### src/rtl/blake2_bus_host_pkg.sv
// Shared definitions for the BLAKE2 bus host: FSM states, beat-type encodings
// and the block / config framing sizes.
package blake2_bus_host_pkg;

    localparam int unsigned BLOCK_BYTES = 64;
    localparam int unsigned CFG_BEATS   = 4;

    typedef enum logic [2:0] {
        StIdle,
        StCfg,
        StData,
        StWaitHash,
        StRxHash,
        StDone,
        StErr
    } state_e;

    // data_ctrl_o[2:1] beat type
    typedef enum logic [1:0] {
        BeatCfg  = 2'b00,
        BeatData = 2'b01,
        BeatLast = 2'b10,
        BeatRsvd = 2'b11
    } beat_e;

endpackage

### src/rtl/bus_sync2.sv
// Two-flop synchronizer for a bus of Width bits.
// Ports: clk, rst_async (async active-high), d_i (raw input), q_o (synchronized).
module bus_sync2 #(
    parameter int unsigned Width = 10
) (
    input  logic             clk,
    input  logic             rst_async,
    input  logic [Width-1:0] d_i,
    output logic [Width-1:0] q_o
);

    logic [Width-1:0] meta_q;
    logic [Width-1:0] sync_q;

    always_ff @(posedge clk or posedge rst_async) begin
        if (rst_async) begin
            meta_q <= '0;
            sync_q <= '0;
        end else begin
            meta_q <= d_i;
            sync_q <= meta_q;
        end
    end

    assign q_o = sync_q;

endmodule

### src/rtl/blake2_bus_host.sv
// Host-side sequencer for a BLAKE2 core on a byte bus: sends 4 config beats,
// streams the message padded to 64-byte blocks, then collects nn digest bytes.
// Ports: start_i/kk_i/nn_i/ll_i job request; msg_* message stream in;
// data_o/data_ctrl_o beats to the core; hash_i/hash_ctrl_i digest and ready from
// the core; hash_*_o digest stream out; busy_o/done_o/error_o status;
// loopback_i/loopback_ctrl_o registered loopback request.
module blake2_bus_host
    import blake2_bus_host_pkg::*;
#(
    parameter int unsigned PMOD_W         = 8,
    parameter int unsigned TIMEOUT_CYCLES = 65535
) (
    input  logic              clk,
    input  logic              rst_async,
    input  logic              start_i,
    input  logic [7:0]        kk_i,
    input  logic [7:0]        nn_i,
    input  logic [15:0]       ll_i,
    input  logic [PMOD_W-1:0] msg_data_i,
    input  logic              msg_valid_i,
    output logic              msg_ready_o,
    output logic [PMOD_W-1:0] data_o,
    output logic [2:0]        data_ctrl_o,
    output logic [1:0]        loopback_ctrl_o,
    input  logic [1:0]        loopback_i,
    input  logic [PMOD_W-1:0] hash_i,
    input  logic [1:0]        hash_ctrl_i,
    output logic [PMOD_W-1:0] hash_data_o,
    output logic              hash_valid_o,
    output logic              hash_last_o,
    output logic              busy_o,
    output logic              done_o,
    output logic              error_o
);

    logic [PMOD_W+1:0] sync_s;
    logic              ready_s;
    logic              hvalid_s;
    logic [PMOD_W-1:0] hash_s;

    bus_sync2 #(
        .Width(PMOD_W + 2)
    ) u_sync (
        .clk      (clk),
        .rst_async(rst_async),
        .d_i      ({hash_ctrl_i, hash_i}),
        .q_o      (sync_s)
    );

    assign hash_s   = sync_s[PMOD_W-1:0];
    assign ready_s  = sync_s[PMOD_W];
    assign hvalid_s = sync_s[PMOD_W+1];

    state_e            state_q, state_d;
    logic [7:0]        kk_q, kk_d, nn_q, nn_d;
    logic [15:0]       ll_q, ll_d;
    logic [1:0]        cfg_idx_q, cfg_idx_d;
    logic [15:0]       byte_cnt_q, byte_cnt_d;  // block byte index, then digest byte count
    logic [15:0]       blk_cnt_q, blk_cnt_d;
    logic [31:0]       wait_cnt_q, wait_cnt_d;
    logic [PMOD_W-1:0] data_q, data_d, hash_data_q, hash_data_d;
    logic [2:0]        data_ctrl_q, data_ctrl_d;
    logic [1:0]        loopback_q;
    logic              hash_valid_q, hash_valid_d, hash_last_q, hash_last_d;
    logic              busy_q, busy_d, done_q, done_d, error_q, error_d;

    logic [21:0]       msg_idx;
    logic              owed;
    logic [15:0]       last_blk;
    logic              is_last_blk;
    logic [7:0]        cfg_byte;
    logic              fwd;

    // Absolute message index of the current block byte; bytes at or past ll are padding.
    assign msg_idx     = {blk_cnt_q, 6'd0} + {6'd0, byte_cnt_q};
    assign owed        = msg_idx < {6'd0, ll_q};
    // An empty message still produces one (all-padding) block.
    assign last_blk    = (ll_q == 16'd0) ? 16'd0 : ((ll_q - 16'd1) >> 6);
    assign is_last_blk = blk_cnt_q == last_blk;

    always_comb begin
        cfg_byte = kk_q;
        case (cfg_idx_q)
            2'd0:    cfg_byte = kk_q;
            2'd1:    cfg_byte = nn_q;
            2'd2:    cfg_byte = ll_q[7:0];
            default: cfg_byte = ll_q[15:8];
        endcase
    end

    always_comb begin
        state_d      = state_q;
        kk_d         = kk_q;
        nn_d         = nn_q;
        ll_d         = ll_q;
        cfg_idx_d    = cfg_idx_q;
        byte_cnt_d   = byte_cnt_q;
        blk_cnt_d    = blk_cnt_q;
        wait_cnt_d   = wait_cnt_q;
        data_d       = '0;
        data_ctrl_d  = 3'b000;
        hash_data_d  = '0;
        hash_valid_d = 1'b0;
        hash_last_d  = 1'b0;
        error_d      = error_q;
        fwd          = 1'b0;

        case (state_q)
            StIdle: begin
                if (start_i) begin
                    state_d    = StCfg;
                    kk_d       = kk_i;
                    nn_d       = nn_i;
                    ll_d       = ll_i;
                    cfg_idx_d  = 2'd0;
                    byte_cnt_d = '0;
                    blk_cnt_d  = '0;
                    error_d    = 1'b0;
                end
            end
            StCfg: begin
                if (ready_s) begin
                    data_d      = PMOD_W'(cfg_byte);
                    data_ctrl_d = {BeatCfg, 1'b1};
                    cfg_idx_d   = cfg_idx_q + 2'd1;
                    if (cfg_idx_q == 2'(CFG_BEATS - 1)) begin
                        state_d = StData;
                    end
                end
            end
            StData: begin
                // Stall (no beat) while a real message byte is owed but not offered.
                if (ready_s && (!owed || msg_valid_i)) begin
                    data_d      = owed ? msg_data_i : '0;
                    data_ctrl_d = {(is_last_blk ? BeatLast : BeatData), 1'b1};
                    if (byte_cnt_q == 16'(BLOCK_BYTES - 1)) begin
                        byte_cnt_d = '0;
                        blk_cnt_d  = blk_cnt_q + 16'd1;
                        if (is_last_blk) begin
                            state_d    = StWaitHash;
                            wait_cnt_d = '0;
                        end
                    end else begin
                        byte_cnt_d = byte_cnt_q + 16'd1;
                    end
                end
            end
            StWaitHash: begin
                if (hvalid_s) begin
                    fwd = 1'b1;
                end else if (wait_cnt_q == 32'(TIMEOUT_CYCLES - 1)) begin
                    state_d = StErr;
                    error_d = 1'b1;
                end else begin
                    wait_cnt_d = wait_cnt_q + 32'd1;
                end
            end
            StRxHash: begin
                if (hvalid_s) begin
                    fwd = 1'b1;
                end
            end
            StDone:  state_d = StIdle;
            StErr:   state_d = StIdle;
            default: state_d = StIdle;
        endcase

        // The first digest byte is the one that ends WAIT_HASH, so it is forwarded too.
        if (fwd) begin
            hash_data_d  = hash_s;
            hash_valid_d = 1'b1;
            byte_cnt_d   = byte_cnt_q + 16'd1;
            if (byte_cnt_q + 16'd1 == {8'd0, nn_q}) begin
                hash_last_d = 1'b1;
                state_d     = StDone;
            end else begin
                state_d = StRxHash;
            end
        end
    end

    assign busy_d = state_d != StIdle;
    assign done_d = state_d == StDone;

    always_ff @(posedge clk or posedge rst_async) begin
        if (rst_async) begin
            state_q      <= StIdle;
            kk_q         <= '0;
            nn_q         <= '0;
            ll_q         <= '0;
            cfg_idx_q    <= '0;
            byte_cnt_q   <= '0;
            blk_cnt_q    <= '0;
            wait_cnt_q   <= '0;
            data_q       <= '0;
            data_ctrl_q  <= '0;
            loopback_q   <= '0;
            hash_data_q  <= '0;
            hash_valid_q <= 1'b0;
            hash_last_q  <= 1'b0;
            busy_q       <= 1'b0;
            done_q       <= 1'b0;
            error_q      <= 1'b0;
        end else begin
            state_q      <= state_d;
            kk_q         <= kk_d;
            nn_q         <= nn_d;
            ll_q         <= ll_d;
            cfg_idx_q    <= cfg_idx_d;
            byte_cnt_q   <= byte_cnt_d;
            blk_cnt_q    <= blk_cnt_d;
            wait_cnt_q   <= wait_cnt_d;
            data_q       <= data_d;
            data_ctrl_q  <= data_ctrl_d;
            loopback_q   <= loopback_i;
            hash_data_q  <= hash_data_d;
            hash_valid_q <= hash_valid_d;
            hash_last_q  <= hash_last_d;
            busy_q       <= busy_d;
            done_q       <= done_d;
            error_q      <= error_d;
        end
    end

    // Handshake for the byte consumed at the coming edge; built only from flop outputs
    // (state, counters, synchronized ready) so it carries no input-to-output path.
    assign msg_ready_o     = (state_q == StData) && ready_s && owed;
    assign data_o          = data_q;
    assign data_ctrl_o     = data_ctrl_q;
    assign loopback_ctrl_o = loopback_q;
    assign hash_data_o     = hash_data_q;
    assign hash_valid_o    = hash_valid_q;
    assign hash_last_o     = hash_last_q;
    assign busy_o          = busy_q;
    assign done_o          = done_q;
    assign error_o         = error_q;

endmodule

### config.mk
export PLATFORM = sky130hd
export DESIGN_NAME = blake2_bus_host
export DESIGN_NICKNAME = d
export VERILOG_FILES = /design/src/rtl/blake2_bus_host_pkg.sv /design/src/rtl/bus_sync2.sv /design/src/rtl/blake2_bus_host.sv
export SDC_FILE = /design/constraint.sdc
export NUM_CORES = 1
export LEC_CHECK = 0
export ABC_CLOCK_PERIOD_IN_PS = 14700
export BUFFER_PORTS_ARGS = -buffer_cell sky130_fd_sc_hd__buf_2
export CORE_ASPECT_RATIO = 1.1
export CORE_UTILIZATION = 50
export CTS_BUF_LIST = sky130_fd_sc_hd__clkbuf_8 sky130_fd_sc_hd__clkbuf_16
export CTS_CLUSTER_SIZE = 28
export DETAILED_ROUTE_END_ITERATION = 6
export PLACE_DENSITY_LB_ADDON = 0.25
export SLEW_MARGIN = 20
export SYNTH_ARGS = -nofsm -noshare
export SYNTH_HDL_FRONTEND = slang
export SYNTH_SLANG_ARGS = --single-unit
### constraint.sdc
create_clock -name clk -period 14.7 [get_ports clk]
set_clock_uncertainty 0.05 [all_clocks]
set_input_delay 2.94 -clock clk [delete_from_list [all_inputs] [get_ports clk]]
set_output_delay 2.94 -clock clk [all_outputs]
set_load 0.01 [all_outputs]
After elaboration in Yosys (flattened, before gate mapping)
Index checks and enable logic that the tools add are counted.
{"block": "word_totals", "ff_bits": 147, "input_bits": 56, "elab_cells": 117, "out_inout_bits": 27}
{"block": "op_classes", "order_cmp": 1, "eq_ne": 22, "n_addsub": 6, "mux": 48, "reduce_logical": 21}
{"cell": "32-bit 2-to-1 mux", "count": 5}
{"cell": "16-bit 2-to-1 mux", "count": 6}
{"cell": "16-bit case mux with 2 select lines", "count": 2}
{"cell": "32-bit case mux with 2 select lines", "count": 1}
{"cell": "16-bit by 1-bit adder with 16-bit output (second input constant)", "count": 2}
{"cell": "32-bit by 1-bit adder with 32-bit output (second input constant)", "count": 1}
{"cell": "32-bit by 16-bit == test with 1-bit output (second input constant)", "count": 1}
{"cell": "8-bit 2-to-1 mux", "count": 4}
{"cell": "3-bit 2-to-1 mux", "count": 10}
{"cell": "8-bit case mux with 3 select lines", "count": 1}
{"cell": "22-bit by 16-bit adder with 22-bit output", "count": 1}
{"cell": "22-bit by 16-bit less-than comparator with 1-bit output", "count": 1}
{"cell": "16-bit by 10-bit == test with 1-bit output", "count": 1}
{"cell": "16-bit by 6-bit == test with 1-bit output (second input constant)", "count": 1}
{"cell": "16-bit by 8-bit == test with 1-bit output", "count": 1}
{"cell": "16-bit logical NOT", "count": 1}
{"cell": "8-bit case mux with 2 select lines", "count": 1}
{"cell": "16-bit by 1-bit subtractor with 16-bit output (second input constant)", "count": 1}
{"cell": "3-bit case mux with 5 select lines", "count": 1}
{"cell": "2-bit inequality test (second input constant)", "count": 7}
{"cell": "1-bit 2-to-1 mux", "count": 10}
{"cell": "10-bit 2-to-1 mux", "count": 1}
{"cell": "4-bit AND reduction", "count": 2}
{"cell": "2-bit nonzero test", "count": 4}
{"cell": "22 further kinds", "count": 32}

Longest topological paths before layout
Gate-level depths: netlist of run 1.
{"block": "logic_depth", "ltp_word": 9, "depth_mapped": 21}

Cells and area by module
Synthesis of run 1 repeated with hierarchy kept, for this count alone.
{"block": "hier_totals", "hier_cells": 975, "hier_area_um2": 8570.7}
{"mod": "blake2_bus_host", "seq_area_each_um2": 3178.0, "cells_each": 954, "area_each_um2": 8066.5, "n_inst": 1}
{"mod": "bus_sync2", "seq_area_each_um2": 500.5, "cells_each": 21, "area_each_um2": 504.2, "n_inst": 1}

Worst setup path before layout of run 1
OpenSTA, ideal clock, no wires.
{"block": "synth_path", "kind": "register -> output", "startpoint": "register byte_cnt_q[10]", "endpoint": "output msg_ready_o", "n_path_buf": 0, "arrival_time_ps": 3520, "path_stages_with_launch": 16, "path_slack_ps": 8190, "path_cell_list": "dfrtp_1 -> ha_1 -> a21o_1 -> a31o_2 -> nor2_1 -> o21ai_0 -> a21o_1 -> a21oi_1 -> xnor2_1 -> ha_1 -> a21oi_1 -> o221ai_1 -> nor2_1 -> nand4_1 -> nor4_1 -> nor2b_1"}
{"block": "synth_via", "elab_chain_len": 3}
{"item": "start: declaration", "line_no": "blake2_bus_host.sv:58", "source": "logic [15:0] byte_cnt_q, byte_cnt_d;"}
{"item": "start signal: assignment", "line_no": "blake2_bus_host.sv:210", "source": "byte_cnt_q <= byte_cnt_d;"}
{"item": "22-bit by 16-bit adder with 22-bit output", "line_no": "blake2_bus_host.sv:75", "source": "assign msg_idx = {blk_cnt_q, 6'd0} + {6'd0, byte_cnt_q};"}
{"item": "22-bit by 16-bit less-than comparator with 1-bit output", "line_no": "blake2_bus_host.sv:76", "source": "assign owed = msg_idx < {6'd0, ll_q};"}
{"item": "1-bit logical AND", "line_no": "blake2_bus_host.sv:227", "source": "assign msg_ready_o = (state_q == StData) && ready_s && owed;"}
{"item": "end: declaration", "line_no": "blake2_bus_host.sv:21", "source": "output logic msg_ready_o,"}
No other way between the ends.

Final worst setup path of run 1
Same ends and word-level chain as after synthesis.

==> results of run 1 <==
stage by stage:
stage / cell area, µm² / power, µW / cells / utilization / setup WS, ns
finish: 9470 / 1590 / 1231 / 0.580 / 7.00
global placement: 8850 / 1140 / 1199 / 0.543 / 7.57
CTS: 9470 / 1590 / 1231 / 0.580 / 7.03
global route: 9470 / 1690 / 1231 / 0.580 / 6.68
floorplan: 8320 / 972 / 955 / - / 7.76
detailed placement: 8850 / 1150 / 1199 / 0.543 / 7.55
synthesized netlist by cell type (all sizes together) (6+ instances only):
cell / n / area share
nor3: 22 / 0.014
nor2: 83 / 0.037
xor2: 12 / 0.013
o21a: 8 / 0.0072
o2bb2ai: 8 / 0.0084
and2: 15 / 0.011
nand3: 45 / 0.027
ha: 33 / 0.050
dfrtp: 147 / 0.44
and3: 27 / 0.020
or4: 8 / 0.0077
a222oi: 8 / 0.0096
inv: 32 / 0.014
o31ai: 11 / 0.0099
a31oi: 14 / 0.011
nand4: 16 / 0.012
or2: 6 / 0.0045
a21o: 6 / 0.0054
xnor2: 20 / 0.021
a21oi: 33 / 0.020
clkbuf: 39 / 0.018
buf: 9 / 0.0053
nand2b: 10 / 0.0075
o211ai: 11 / 0.011
o21ai: 116 / 0.070
nand2: 132 / 0.060
or3: 7 / 0.0053
nor4: 12 / 0.011
nor2b: 7 / 0.0053
power groups by stage:
stage,Combinational (µW),Sequential (µW),Clock [µW]
2_1_floorplan,379,593,0
5_1_grt,571,653,464
4_1_cts,508,635,450
3_5_place_dp,505,641,0
3_3_place_gp,499,640,0
6_report,508,639,445
logic make-up (layout without fill, tap and decap cells):
family / count (synthesis) / after routing
xor+xnor: 32 / 32
compound gates: 256 / 256
mux: 2 / 2
buf+inv: 80 / 152
simple gates: 404 / 404
fa+ha+maj: 34 / 34
flops: 147 / 147
area by class of cell:
type / count / share of cell area
clock inverter: 15 / 0.0198
clock buffer: 17 / 0.0449
inverter: 32 / 0.0132
timing repair buffer: 88 / 0.0481
multi-input combinational: 728 / 0.458
sequential: 147 / 0.389
tap: 204 / 0.0270
cell usage in the layout (no fill, tap or decap), types with 16 or more instances in the layout:
master and n:
ha_1 33, buf_2 82, nor2_1 83, xnor2_1 20, o21ai_0 116, nand2_1 131, nand4_1 16, a21oi_1 33
nand3_1 45, inv_1 31, dfrtp_1 147, clkbuf_16 17, and3_1 26, nor3_1 20
routing by layer:
layer,up-vias,GRT usage,share of wire
met5,-,0,0
met4,0,0.125,0.034
met3,44,0.0450,0.041
met2,217,0.434,0.48
met1,3539,0.334,0.44
li1,3567,-,-
flip-flops by register name, indices dropped and copies added (netlist names), 8 cells and up:
name           flops
wait_cnt_q        32
blk_cnt_q         16
byte_cnt_q        16
ll_q              16
u_sync.meta_q     10
u_sync.q_o        10
data_o             8
hash_data_o        8
kk_q               8
nn_q               8
worst max-delay path: cells and delay by family, from the launching register on:
| kind | cells | cell delay, ns |
|---|---|---|
| buffers and inverters | 1 | 0.16 |
| AOI/OAI and AO/OA | 6 | 1.20 |
| adders and majority gates | 2 | 0.67 |
| and+or+nand+nor | 7 | 1.62 |
| DFF | 1 | 0.47 |
| xor gates and xnor gates | 1 | 0.14 |
path summary, 6_finish.rpt:
check | start | endpoint | slack, ns | cells past startpoint
max in group asynchronous | rst_async | ll_q[13] | 10.68 | 3
worst max-delay path | byte_cnt_q[10] | msg_ready_o | 7.00 | 17
min in group asynchronous | rst_async | hash_data_o[7] | 2.58 | 2
worst min-delay path | u_sync.meta_q[5] | u_sync.q_o[5] | 0.30 | 0
worst min register to register | u_sync.meta_q[5] | u_sync.q_o[5] | 0.30 | 0
worst max register to register | byte_cnt_q[10] | byte_cnt_q[12] | 9.50 | 18
==> run metrics, run 1 <==
status=finished, final reports clean; cells after synthesis=955; # diodes=0; simple-gate portion of the synthesized area=0.237; I/O Pins=83; hold_buf cts=0; Detailed Route Iter0 Violations=592; worst slew pin tran=1.04 ns; CORE AREA=0.0163 mm²; dpl hpwl=15700 µm; largest net degree at the start of global routing=83; xor/xnor share of the synthesized area=0.0337; Worst EP required=11.71 ns; GRT Overall Usage=0.261; final hold violation count=0; Sink Count=147; Die H=137 µm; Post-synth EDFFs=0; post-synthesis mux area share=0.00241; largest family of logic cells by synthesized area=simple AND/OR/NAND/NOR gates; wire length of the first global-routing pass=34800 µm; CTS Buf Count=17; Fill cells=1486; hold crit path type=reg -> reg; Sw Share=0.411; CTS resizes=0; Post-Syn Area=0.00832 mm²; vias in the first global route=6688; post-CTS setup buffer count=0; Synth Flop Type=dfrtp_1; share of layout cells above drive strength 1=0.133; H-Tree Depth=4; Pins Over Slew Limit=0; cell chain of the critical path=ha_1, a21o_1, a31o_2, nor2_1, o21ai_0, a21o_1, a21oi_1, xnor2_1, ha_1, nand4_1, nor2_1, nand2_1, o41a_1, nand4_1, nor4_1, nor2b_1, buf_2; CTS tree=yes; CP Class=reg -> out; Die ar.=0.0172 mm²; Vias per Instance=5.98; register bit total from synthesis=147; sequential power share=0.402; Max Cap Violations=0; Max Buffers Root-to-Sink=2; total number of vias=7367; min Tclk post-route=7.70 ns; DR DRC count=0; number of detailed-route iterations in the first pass=5; Starting Density=0.510; startpoint types=register; Rel. slew slack=0.302; Mean Syn Cell Area=8.71 µm²; Comb power frac=0.319; routed wire length per instance=17.8 µm; register area share after synthesis=0.442; Die W=125 µm; Skew-Pair Late Insertion Delay=0.44 ns; crit end category=output port; Ys Warns=0; worst path arrival time=4.71 ns; pwr dens=168 mW/mm²; worst hold margin=0.300 ns; Setup violations, final=0; gr ovfl total=0; Int Pwr=938 µW; Compound-Gate Fraction of Synth Area=0.196; RSZ-0062 raised after global routing=no; Routed Antenna Nets=0; Final Net Count=1104; Core Rows=49; Port Buf Inserts=82; Lkg Pwr=0.00430 µW; Fin Setup TNS=0 ns; Adder-Cell Fraction of Synth Area=0.0520; peak supply drop=0.0000991 V; Net Sw Power=654 µW; Max Fclk=130 MHz; Crit-path slowest cell=nor4_1; Final Wtd Congestion=0.917; library cells used by synthesis=65; area grow syn2layout=13.8%; syn nets=1045; critical path's largest stage delay=0.68 ns; asr flop ratio synth=1.00; Clock Pin Slew Worst Setup and Hold Paths=0.07 ns; CP Max Fanout=9; register area=0.00368 mm²; Routed WL=21900 µm; Tcrit/Tclk final=0.524; root buf cell=clkbuf_16; Clk pwr share=0.280; initial antenna violation count=0; combined area of the multi-input logic cells=0.00434 mm²
No activity file was read; power rests on OpenSTA's default activity.
==> run 2, diff against run 1 <==
- ABC_AREA: not set -> 1
- ABC_CLOCK_PERIOD_IN_PS: 14700 -> 7900
- clock period: 14.7 -> 7.9 ns (I/O delays scaled with it)
==> run 2 against run 1 <==
  * Clock power grew 91%
  * Setup slack lost 4.1 ns
  * Power is 73% higher
  * Highest routed layer unchanged
  * Critical path type unchanged
  * Core utilization rose by 0.063 points
  * Cell area rose by 8.9%
  * Flip-flop and latch count did not move
  * Via count rose by 12%
  * Combinational power rose by 80%
  * Sequential share of layout area is 3.2 points lower
  * Worst hold slack lost 0.0015 ns
  * Critical path depth fell by 1
  * Routed wire length grew 7.0%
==> run metrics, run 2 <==
Top reg by flops=wait_cnt_q; placed insts=1538 (+28%); number of detailed-route iterations in the first pass=7 (+2); cells after synthesis=1247 (+31%); Max Buffers Root-to-Sink=2 (unchanged); dpl hpwl=17500 µm (+11%); worst hold margin=0.298 ns (-0.00153 ns); hold path depth=0 (unchanged); routed wire length per instance=14.9 µm (-16%); syn nets=1337 (+28%); CTS Buf Count=17 (unchanged); area grow syn2layout=13.2%; Crit-path slowest cell=dfrtp_1; Max Fclk=201 MHz; Port Buf Inserts=82 (unchanged); startpoint types=register; initial antenna violation count=0 (unchanged); DR DRC count=0 (unchanged); Lkg Pwr=0.00508 µW (+18%); gr ovfl total=0 (unchanged); Synth Flop Type=dfrtp_1; Final Wtd Congestion=0.914 (-0.35%); Hold Startpoint=u_sync.meta_q[5]; # diodes=0 (unchanged); CP Max Fanout=9 (unchanged); vias in the first global route=7841 (+17%); worst slew pin tran=1.02 ns (-0.0289 ns); CTS tree=yes; Post-Syn Area=0.00910 mm² (+9.4%); hold crit path type=reg -> reg; total number of vias=8259 (+12%); share of layout cells above drive strength 1=0.118 (-0.0155); Post-synth EDFFs=0 (unchanged); Tcrit/Tclk final=0.630; peak supply drop=0.000163 V (+64%); Worst EP required=6.27 ns (-5.44 ns); Pins Over Slew Limit=0 (unchanged); H-Tree Depth=4 (unchanged); status=finished, final reports clean; CORE AREA=0.0177 mm² (+8.8%); final worst slack=2.92 ns (-4.08 ns); Fin Setup TNS=0 ns (unchanged); Detailed Route Iter0 Violations=569 (-3.9%); final std cells w/o fill=1570 (+28%); placed inst area=0.00967 mm² (+9.2%); RSZ-0062 raised after global routing=no; Mean Syn Cell Area=7.30 µm² (-16%); r2r startpoint=blk_cnt_q[2]; most numerous cell in the Yosys netlist=nand2_1; Routed WL=23400 µm (+7.0%); Largest register FFs=32 (unchanged); worst path arrival time=3.35 ns (-1.36 ns); GRT Overall Usage=0.271 (+0.0103); CTS resizes=0 (unchanged); asr flop ratio synth=1.00 (unchanged); Worst Reg-to-Reg Cells=17 (-1); Core Rows=51 (+4.1%); Die ar.=0.0188 mm² (+9.3%); Starting Density=0.513 (+0.00291); Routed Antenna Nets=0 (unchanged); wire length of the first global-routing pass=38700 µm (+11%); crit end category=output port; synth cell count leaders=385 x nand2_1, 147 x dfrtp_1, 147 x inv_1; Skew-Pair Late Insertion Delay=0.44 ns (about the same); final hold violation count=0 (unchanged); most used cells in the layout excluding fill and tap cells=385 x nand2_1, 147 x dfrtp_1, 146 x inv_1, 128 x nor2_1, 82 x buf_2; Crit path top cell by count=inv_1; min Tclk post-route=4.98 ns; Clock Pin Slew Worst Setup and Hold Paths=0.07 ns (about the same); I/O Pins=83 (unchanged); Worst Hold Path EP=u_sync.q_o[5]; Die H=144 µm (+4.5%); post-synth top area share=0.404 (-0.0380); Rel. slew slack=0.319 (+0.0166); hold_buf cts=0 (unchanged); Die W=131 µm (+4.5%); pwr dens=267 mW/mm² (+59%); Final Net Count=1409 (+28%); Setup violations, final=0 (unchanged); area leader, netlist=dfrtp_1; CP Class=reg -> out; library cells used by synthesis=43 (-34%); largest cells by area after synthesis=dfrtp_1 40%, nand2_1 16%, inv_1 6.1%; critical path's largest stage delay=0.45 ns (-0.23 ns); commonest non-fill, non-tap cell in the layout=nand2_1; cell chain of the critical path=ha_1, inv_1, fa_1, inv_1, nand3_1, nand2_1, a21oi_1, xor2_1, inv_1, ha_1, a21oi_1, inv_1, nor4_1, nand3_1, inv_1, buf_2; largest net degree at the start of global routing=81 (-2.4%); final instance area=0.0103 mm² (+8.9%); post-CTS setup buffer count=0 (unchanged); register bit total from synthesis=147 (unchanged); register area share after synthesis=0.404 (-0.0380); Place WS=3.37 ns (-4.18 ns); Vias per Instance=5.26 (-12%); Ys Warns=0 (unchanged); worst reg2reg setup slack=3.88 ns (-5.62 ns); root buf cell=clkbuf_16; Sink Count=147 (unchanged); reg-to-reg endpoint=byte_cnt_q[13]; Max Cap Violations=0 (unchanged)
run 2: cells by family (layout without fill, tap and decap cells):
logic type | Yosys count | in the layout | synth area share
AND/OR/NAND/NOR | 681 | 681 | 0.322
buffers and inverters | 188 | 273 | 0.0826
flip-flops | 147 | 147 | 0.404
AO/OA/AOI/OAI | 129 | 129 | 0.0786
XOR/XNOR | 68 | 68 | 0.0654
adder cells (fa/ha/maj) | 34 | 34 | 0.0476
run 2: critical path, delay by kind of cell, from the launching register on:
kind / cells / cell delay (ns)
compound gates: 2 / 0.22
xor+xnor: 1 / 0.15
buf+inv: 6 / 0.53
flops: 1 / 0.45
simple gates: 4 / 0.79
fa+ha+maj: 3 / 0.78
run 2: cell type report:
type	count	area [µm²]
fillers	1702	7430
well taps	238	298
inverters	157	597
flip-flops and latches	147	3680
clock buffers	17	425
clock inverters	15	208
multi-input cells	912	4670
repair buffers	84	429
run 2: routing by layer:
| layer | GRT usage | part of all wire |
|---|---|---|
| met5 | 0 | 0 |
| met4 | 0.0859 | 0.022 |
| met3 | 0.0585 | 0.057 |
| met2 | 0.452 | 0.48 |
| met1 | 0.350 | 0.45 |
run 2: report_power, final:
group | switching (µW) | leakage, µW | total [µW] | internal [µW]
clock | 390 | 0.000306 | 850 | 461
combinational | 651 | 0.00283 | 913 | 262
sequential | 103 | 0.00194 | 986 | 883
run 2: metrics by stage:
step	utilization	total power [µW]
CTS	0.581	2750
detailed placement	0.545	1900
finish	0.581	2750
global route	0.581	2940
global placement	0.545	1880
floorplan	-	1640
run 2: worst max path at each step:
stage	start	endpoint	slack [ns]	depth (start not counted)
3_3_place_gp	blk_cnt_q[0]	msg_ready_o	3.41	16
3_5_place_dp	blk_cnt_q[2]	msg_ready_o	3.37	14
5_1_grt	blk_cnt_q[0]	msg_ready_o	2.52	16
6_report	blk_cnt_q[0]	msg_ready_o	2.92	16
4_1_cts	blk_cnt_q[0]	msg_ready_o	2.90	16
2_1_floorplan	rst_async	blk_cnt_q[0]	2.32	1
==> run 3, diff against run 2 <==
- ABC_AREA: 1 -> 0
- ABC_CLOCK_PERIOD_IN_PS: 7900 -> 4100
- clock period: 7.9 -> 4.1 ns (I/O delays scaled with it)
==> run 3 against run 2 <==
  * Routed wire length decreased by 3.8%
  * Largest cell class unchanged
  * Largest power group unchanged
  * The flow now finishes with violations (DRC, setup timing)
  * Setup slack got worse by 3.3 ns
  * Register-to-register slack got worse by 3.9 ns
==> run metrics, run 3 (synthesis results as in run 1) <==
CORE AREA=0.0163 mm² (-8.1%); Pins Over Slew Limit=0 (unchanged); gr ovfl total=0 (unchanged); root buf cell=clkbuf_16; final hold violation count=0 (unchanged); initial antenna violation count=1 (+1); Rel. slew slack=0.281 (-0.0379); Place WS=-0.127 ns (-3.50 ns); H-Tree Depth=4 (unchanged); Vias per Instance=5.92 (+13%); Lkg Pwr=0.00454 µW (-11%); RSZ-0062 raised after global routing=yes; most used cells in the layout excluding fill and tap cells=147 x dfrtp_1, 131 x nand2_1, 115 x o21ai_0, 81 x nor2_1, 81 x buf_2; Fin Setup TNS=-0.446 ns (-0.446 ns); Routed WL=22600 µm (-3.8%); Starting Density=0.510 (-0.00291); I/O Pins=83 (unchanged); number of detailed-route iterations in the first pass=7 (unchanged); Power, Total=5760 µW (+110%); Max Fclk=222 MHz; share of layout cells above drive strength 1=0.179 (+0.0610); Routed Antenna Nets=0 (unchanged); Largest register FFs=32 (unchanged); Max Cap Violations=0 (unchanged); worst path arrival time=3.64 ns (+0.29 ns); Clock Pin Slew Worst Setup and Hold Paths=0.07 ns (about the same); Die W=125 µm (-4.3%); Tcrit/Tclk final=1.10; hold_buf cts=0 (unchanged); Core Rows=49 (-3.9%); Port Buf Inserts=82 (unchanged); Die ar.=0.0172 mm² (-8.5%); Skew-Pair Late Insertion Delay=0.43 ns (about the same); min Tclk post-route=4.51 ns; total number of vias=7532 (-8.8%); vias in the first global route=7080 (-9.7%); Setup violations, final=3 (+3); wire length of the first global-routing pass=36200 µm (-6.5%); Top reg by flops=wait_cnt_q; Fill cells=1433 (-16%); CP Class=reg -> out; Sink Count=147 (unchanged); pwr dens=582 mW/mm² (+120%); peak supply drop=0.000317 V (+95%); violations in the final reports=DRC, setup timing; largest net degree at the start of global routing=63 (-22%); status=finished, violations left; Max Buffers Root-to-Sink=2 (unchanged); crit end category=output port; Worst EP required=3.23 ns (-3.04 ns); dpl hpwl=16200 µm (-7.4%); DR DRC count=2 (+2); Detailed Route Iter0 Violations=427 (-25%); # diodes=0 (unchanged); final worst slack=-0.409 ns (-3.33 ns); Final Net Count=1145 (-19%); routed wire length per instance=17.7 µm (+19%); CP Max Fanout=2 (-7); GRT Overall Usage=0.272 (+0.000488); startpoint types=register; commonest non-fill, non-tap cell in the layout=dfrtp_1; Final Wtd Congestion=0.911 (-0.28%); hold crit path type=reg -> reg; worst hold margin=0.299 ns (+0.000830 ns); Die H=137 µm (-4.3%); CTS tree=yes; CTS Buf Count=17 (unchanged); worst slew pin tran=1.08 ns (+0.0606 ns); area grow syn2layout=18.9%
==> run 3: timing repair <==
item                                    CTS  global route
setup buffers                             5             4
gates resized for setup                  10             4
pin swaps                                10            10
endpoints found under the setup margin    6            67
==> run 3: metal layers <==
layer | wire, µm | track usage | share of wire | up-vias
met1 | 9520 | 0.318 | 0.42 | 3568
met5 | 13 | 0 | 0.00058 | -
li1 | - | - | - | 3649
met3 | 1010 | 0.0544 | 0.045 | 69
met4 | 1070 | 0.158 | 0.047 | 2
met2 | 11000 | 0.469 | 0.49 | 244
==> run 3: final cells by class <==
cell class,count,area (µm²),share of cell area
clock inverters,15,194,0.0196
repair buffers,129,807,0.0816
well taps,204,255,0.0258
clock buffers,17,425,0.0430
inverters,32,124,0.0125
multi-input cells,728,4410,0.446
flip-flops and latches,147,3680,0.372
==> run 3: stage by stage <==
step | util | instances | instance area (µm²)
after floorplan | - | 955 | 8350
after global placement | 0.562 | 1231 | 9160
after detailed placement | 0.562 | 1231 | 9160
after CTS | 0.604 | 1268 | 9850
after global routing | 0.607 | 1272 | 9890
final | 0.607 | 1272 | 9890
==> run 3: path summary, 6_finish.rpt <==
path,startpoint,endpoint,slack (ns),cells past startpoint
max,blk_cnt_q[0],msg_ready_o,-0.41,18
min,u_sync.meta_q[4],u_sync.q_o[4],0.30,0
max reg2reg,blk_cnt_q[0],blk_cnt_q[9],-0.03,20
min reg2reg,u_sync.meta_q[4],u_sync.q_o[4],0.30,0
max in group asynchronous,rst_async,data_ctrl_o[2],2.63,3
min in group asynchronous,rst_async,blk_cnt_q[11],0.50,2
==> run 3: worst max-delay path, cell delays in order, from the launching register on <==
cell	delay, ns
dfrtp_1	0.35
ha_2	0.19
inv_2	0.04
fa_2	0.39
nor2b_4	0.15
o2111ai_2	0.16
nand2_1	0.11
a21o_1	0.13
a21oi_2	0.05
xnor2_1	0.13
ha_1	0.31
nand4_1	0.11
nor2_2	0.05
nand2_1	0.06
o41a_1	0.14
nand4_1	0.18
nor4_4	0.31
nor2b_4	0.21
buf_6	0.11
==> run 3: report_power, final <==
part	switching [µW]	total, µW	internal (µW)
Sequential	448	2260	1810
Clock	719	1600	878
Combinational	1180	1900	725
